<file path="src/rtl/pong_pkg.sv">
// Shared encodings and widths for the Pong match controller.
// Pure definitions: no latency or flow control of its own.
package pong_pkg;

    localparam int DIGIT_W = 4;
    localparam int SCORE_W = 3;

    localparam logic [1:0] ST_IDLE  = 2'd0;
    localparam logic [1:0] ST_SERVE = 2'd1;
    localparam logic [1:0] ST_PLAY  = 2'd2;
    localparam logic [1:0] ST_OVER  = 2'd3;

    localparam logic [1:0] WIN_NONE = 2'b00;
    localparam logic [1:0] WIN_P1   = 2'b01;
    localparam logic [1:0] WIN_P2   = 2'b10;
    localparam logic [1:0] WIN_DRAW = 2'b11;

    function automatic logic [SCORE_W-1:0] sat_inc(input logic [SCORE_W-1:0] v);
        return (v == {SCORE_W{1'b1}}) ? v : v + 1'b1;
    endfunction

endpackage

</file>
<file path="src/rtl/bcd_countdown.sv">
// M:SS BCD countdown: load/dec take effect on the next edge, at_zero is combinational.
// No backpressure; dec at 0:00 is ignored so the clock never underflows.
module bcd_countdown
    import pong_pkg::*;
#(
    parameter int MATCH_MIN = 2
) (
    input  logic               clk,
    input  logic               rst,
    input  logic               load,
    input  logic               dec,
    output logic [DIGIT_W-1:0] min,
    output logic [DIGIT_W-1:0] sec1,
    output logic [DIGIT_W-1:0] sec2,
    output logic               at_zero
);

    localparam logic [DIGIT_W-1:0] MIN_INIT = DIGIT_W'(MATCH_MIN);

    assign at_zero = (min == '0) && (sec1 == '0) && (sec2 == '0);

    always_ff @(posedge clk) begin
        if (rst || load) begin
            min  <= MIN_INIT;
            sec1 <= '0;
            sec2 <= '0;
        end else if (dec && !at_zero) begin
            if (sec2 != '0) begin
                sec2 <= sec2 - 1'b1;
            end else begin
                sec2 <= 4'd9;
                // Borrow ripples from units into tens, then tens into minutes.
                if (sec1 != '0) begin
                    sec1 <= sec1 - 1'b1;
                end else begin
                    sec1 <= 4'd5;
                    min  <= min - 1'b1;
                end
            end
        end
    end

endmodule

</file>
<file path="src/rtl/pong_match_sequencer.sv">
// Match FSM (IDLE/SERVE/PLAY/OVER) owning scores, serve delay and the match clock.
// Events act on the next edge; no backpressure, pulses arriving in a state that ignores them are dropped.
module pong_match_sequencer
    import pong_pkg::*;
#(
    parameter int MATCH_MIN   = 2,
    parameter int SCORE_MAX   = 7,
    parameter int SERVE_TICKS = 2
) (
    input  logic               clk,
    input  logic               rst,
    input  logic               tick_1hz,
    input  logic               start,
    input  logic               miss1,
    input  logic               miss2,
    output logic [1:0]         state,
    output logic [SCORE_W-1:0] score1,
    output logic [SCORE_W-1:0] score2,
    output logic [DIGIT_W-1:0] min,
    output logic [DIGIT_W-1:0] sec1,
    output logic [DIGIT_W-1:0] sec2,
    output logic               ball_run,
    output logic               ball_reset,
    output logic               serve_dir,
    output logic [1:0]         winner
);

    localparam logic [SCORE_W-1:0] SMAX       = SCORE_W'(SCORE_MAX);
    localparam logic [2:0]         SERVE_INIT = 3'(SERVE_TICKS);

    logic [1:0]         next_state;
    logic               start_q;
    logic               start_hold;
    logic               start_pulse;
    logic [2:0]         serve_cnt;
    logic               at_zero;
    logic               one_left;
    logic               expire;
    logic               dec;
    logic               load;
    logic               any_miss;
    logic               score_end;
    logic [SCORE_W-1:0] s1_nxt;
    logic [SCORE_W-1:0] s2_nxt;

    // start_hold masks a start level that was already high during reset.
    assign start_pulse = start && !start_q && !start_hold;
    assign any_miss    = miss1 || miss2;
    assign s1_nxt      = miss2 ? sat_inc(score1) : score1;
    assign s2_nxt      = miss1 ? sat_inc(score2) : score2;
    assign score_end   = (s1_nxt >= SMAX) || (s2_nxt >= SMAX);
    assign dec         = tick_1hz && (state == ST_PLAY);
    assign one_left    = (min == '0) && (sec1 == '0) && (sec2 == 4'd1);
    assign expire      = (state == ST_PLAY) && (at_zero || (tick_1hz && one_left));
    assign load        = (next_state == ST_IDLE);

    bcd_countdown #(
        .MATCH_MIN (MATCH_MIN)
    ) u_clock (
        .clk     (clk),
        .rst     (rst),
        .load    (load),
        .dec     (dec),
        .min     (min),
        .sec1    (sec1),
        .sec2    (sec2),
        .at_zero (at_zero)
    );

    always_ff @(posedge clk) begin
        if (rst) state <= ST_IDLE;
        else     state <= next_state;
    end

    always_comb begin
        next_state = ST_IDLE;
        case (state)
            ST_IDLE:  next_state = start_pulse ? ST_SERVE : ST_IDLE;
            ST_SERVE: next_state = (tick_1hz && serve_cnt == 3'd1) ? ST_PLAY : ST_SERVE;
            ST_PLAY: begin
                if (any_miss)    next_state = (score_end || expire) ? ST_OVER : ST_SERVE;
                else if (expire) next_state = ST_OVER;
                else             next_state = ST_PLAY;
            end
            ST_OVER:  next_state = start_pulse ? ST_IDLE : ST_OVER;
            default:  next_state = ST_IDLE;
        endcase
    end

    always_comb begin
        ball_run = (state == ST_PLAY);
        winner   = WIN_NONE;
        if (state == ST_OVER) begin
            if (score1 > score2)      winner = WIN_P1;
            else if (score2 > score1) winner = WIN_P2;
            else                      winner = WIN_DRAW;
        end
    end

    always_ff @(posedge clk) begin
        if (rst) begin
            start_q    <= 1'b0;
            start_hold <= start;
            ball_reset <= 1'b0;
            serve_cnt  <= '0;
            score1     <= '0;
            score2     <= '0;
            serve_dir  <= 1'b0;
        end else begin
            start_q    <= start;
            start_hold <= start_hold && start;
            ball_reset <= (next_state == ST_SERVE) && (state != ST_SERVE);

            if (next_state == ST_SERVE && state != ST_SERVE)
                serve_cnt <= SERVE_INIT;
            else if (state == ST_SERVE && tick_1hz && serve_cnt != 3'd1)
                serve_cnt <= serve_cnt - 1'b1;

            if (next_state == ST_IDLE) begin
                score1    <= '0;
                score2    <= '0;
                serve_dir <= 1'b0;
            end else if (state == ST_PLAY) begin
                score1 <= s1_nxt;
                score2 <= s2_nxt;
                // Serve goes toward whoever lost the point; a double miss flips it.
                if (miss1 && miss2) serve_dir <= !serve_dir;
                else if (miss1)     serve_dir <= 1'b0;
                else if (miss2)     serve_dir <= 1'b1;
            end
        end
    end

endmodule

</file>
<file path="config.mk">
export PLATFORM = sky130hd
export DESIGN_NAME = pong_match_sequencer
export DESIGN_NICKNAME = d
export VERILOG_FILES = /design/src/rtl/pong_pkg.sv /design/src/rtl/bcd_countdown.sv /design/src/rtl/pong_match_sequencer.sv
export SDC_FILE = /design/constraint.sdc
export NUM_CORES = 1
export LEC_CHECK = 0
export ABC_CLOCK_PERIOD_IN_PS = 5200
export CORE_MARGIN = 2
export CORE_UTILIZATION = 55
export CTS_CLUSTER_SIZE = 16
export DETAILED_ROUTE_END_ITERATION = 16
export GPL_ROUTABILITY_DRIVEN = 1
export PLACE_DENSITY_LB_ADDON = 0.05
export RECOVER_POWER = 50
export SYNTH_ARGS = -nofsm -noshare
export SYNTH_HDL_FRONTEND = slang
export SYNTH_HIERARCHICAL = 1
export SYNTH_SLANG_ARGS = --single-unit
</file>
<file path="constraint.sdc">
create_clock -name clk -period 5.2 [get_ports clk]
set_clock_uncertainty 0.15 [all_clocks]
set_input_delay 1.04 -clock clk [delete_from_list [all_inputs] [get_ports clk]]
set_output_delay 1.04 -clock clk [all_outputs]
set_load 0.01 [all_outputs]
</file>
==> results.py <==
metrics = {
    "critical_path": {
        "r2r-start": "state[1]",
        "rr_worst_depth": 5,
        "arrival_ns": 2.18,
        "r2r-end": "u_clock/min[3]",
        "crit_path_end_kind": "primary output",
        "crit_start": "score1[1]",
        "critical_path_required_ns": 4.01,
        "worstSetupPathType": "reg2out",
        "crit_fanout": 5,
        "startpoint_type": "register",
        "r2r_slack_ns": 2.56,
    },
    "synthesis": {
        "syn_nets": 197,
        "synth-seq-area-share_pct": 34.6,
        "synth_cells": 182,
        "ys_ff_latch": 27,
        "yosysTopAreaCell": "dfxtp_1",
        "yosysUniqueCellTypes": 51,
        "synthArstFlopShare_pct": 0,
        "synth-edff-count": 0,
        "syn_area_per_cell_um2": 8.59,
        "netlist.area_leader.share_pct": 34.6,
        "yosys_warnings": 6,
        "synth_top_flop_cell": "dfxtp_1",
        "mappedNetlistArea_um2": 1560,
        "yosys-top-cells-area": "dfxtp_1, ha_1, mux2i_1",
    },
    "timing": {
        "fmax_mhz": 297,
        "post-route-period-util_pct": 64.9,
        "hold_viol": 0,
        "slew_viol_final": 0,
        "rsz0062_at_grt": "false",
        "setup_ws_ns": 1.83,
        "hold_slack_ns": 0.333,
        "fin_tns_setup_ns": 0,
        "fin_crit_ns": 3.37,
        "max_slew_margin_pct": 50.9,
        "tightest_slew_ns": 0.726,
        "setup_viol": 0,
    },
    "global_routing": {
        "grt_pass1_vias": 1414,
        "grt_max_degree": 16,
        "grt_usage_pct": 22.2,
        "grt_pass1_wl_mm": 5.87,
        "antenna_found_initial": 0,
        "grt_overflow": 0,
    },
    "clock_tree": {
        "cts_buffers": 3,
        "h-tree-depth": 1,
        "cts_root_buf": "clkbuf_4",
        "holdBufCountCts": 0,
        "postCtsResizedCells": 0,
        "post_cts_buffers": 0,
        "cts_tree": "yes",
        "cts.sinks": 27,
        "insertion_delay_ns": 0.33,
        "clock_path_buffers": 2,
        "path_clk_slew_ns": 0.15,
    },
    "routing": {
        "wl_met2_mm": 1.76,
        "wl_mm": 3.37,
        "met1_length_mm": 1.44,
        "wl_met3_um": 131,
        "via_per_inst": 6.06,
        "drcViolationCount": 0,
        "wire_per_inst_um": 14.0,
        "dr.first_iter.drc_count": 62,
        "ant_nets": 0,
        "vias": 1460,
        "drt_pass1_iterations": 4,
        "routed.top_layer": "met4",
    },
    "power_and_ir_drop": {
        "powerDensity_nw_per_um2": 178,
        "ir_drop_v": 0.000210,
        "power_leakage_nw": 0.731,
    },
    "finish": {
        "n_antenna_cell": 0,
        "drive_gt1_share_pct": 3.33,
        "area_delta_synth_final_pct": 21.4,
        "nNetsFinal": 226,
        "final_cell_mix": "dfxtp_1, dlygate4sd3_1, nand2_1",
        "final_common_cell": "dfxtp_1",
    },
    "place": {
        "dpl_worst_slack_ns": 1.85,
        "io_buffers": 30,
        "hpwl_mm": 2.55,
        "gp_congestion": 0.834,
    },
    "run_status": {
        "run_status": "completed",
    },
    "floorplan": {
        "core_area_um2": 2730,
        "fp.dieW_um": 57.3,
        "ios": 31,
        "num_rows": 19,
        "dieArea_um2": 3290,
        "die_h_um": 57.3,
        "initial_utilization_pct": 57.2,
    },
    "min_path": {
        "holdPathEnd": "start_hold",
        "min_path_cells": 1,
        "worstHoldStart": "start_hold",
        "hp-class": "reg2reg",
    },
    "flow_run": {
        "drv_cap": 0,
    },
}
worst max-delay path: stages, from the launching register on:
cell             delay (ns)
dfxtp_1                0.42
inv_1                  0.06
ha_1                   0.30
nor2b_1                0.13
o21ai_0                0.14
nand2b_1               0.09
a21oi_1                0.15
clkdlybuf4s50_1        0.56
routing by layer:
metal | track usage, % | vias to the layer above
met5 | 0 | -
met3 | 4.76 | 6
met2 | 38.6 | 47
met1 | 26.4 | 677
li1 | - | 730
met4 | 9.30 | 0
report_power, final:
group	total [mW]	switching, mW	internal, mW
clock network	0.0912	0.0624	0.0289
registers	0.213	0.00280	0.211
logic	0.0328	0.0180	0.0148
per-stage QoR:
stage,util [%],std cells,total power [mW],area [um2]
floorplan,-,182,0.241,1560
global placement,68.4,237,0.250,1870
detailed placement,68.4,237,0.252,1870
CTS,69.4,241,0.343,1900
global route,69.4,241,0.353,1900
finish,69.4,241,0.338,1900
synthesized netlist by cell type (4+ instances only):
cell / instances
a21oi_1: 10
a31oi_1: 4
dfxtp_1: 27
ha_1: 9
inv_1: 9
mux2i_1: 7
nand2_1: 16
nor2_1: 13
nor2b_1: 9
nor3_1: 4
nor4_1: 5
o21ai_0: 5
o22ai_1: 4
or3_1: 4
or4_1: 4
worst max-delay path by stage:
stage	slack, ns	depth (start not counted)	end
finish	1.83	7	winner[0]
global route	1.67	7	winner[0]
CTS	1.81	7	winner[0]
detailed placement	1.85	7	u_clock/sec1[1]
global placement	1.99	7	u_clock/sec1[1]
floorplan	2.59	7	u_clock/sec2[0]
kinds of logic after synthesis:
| group | synth area share (%) |
|---|---|
| muxes | 4.48 |
| buffers and inverters | 4.24 |
| and+or+nand+nor | 29.6 |
| DFF | 34.6 |
| xor gates and xnor gates | 2.24 |
| AOI/OAI and AO/OA | 17.7 |
| adders and majority gates | 7.20 |
registers in the layout, summed over array words and instances (netlist names), 2 cells and up:
name and count:
serve_cnt 3, score1 3, state 2, score2 3
u_clock/min 4, u_clock/sec2 4, u_clock/sec1 4
layout make-up:
cell class	count	area [um2]
flip-flops and latches	27	541
well taps	31	38.8
multi-input cells	140	957
fillers	226	836
repair buffers	30	300
inverters	9	33.8
clock buffers	3	22.5
clock inverters	1	5.00
Note: power is estimated with default switching activity, not from simulation.
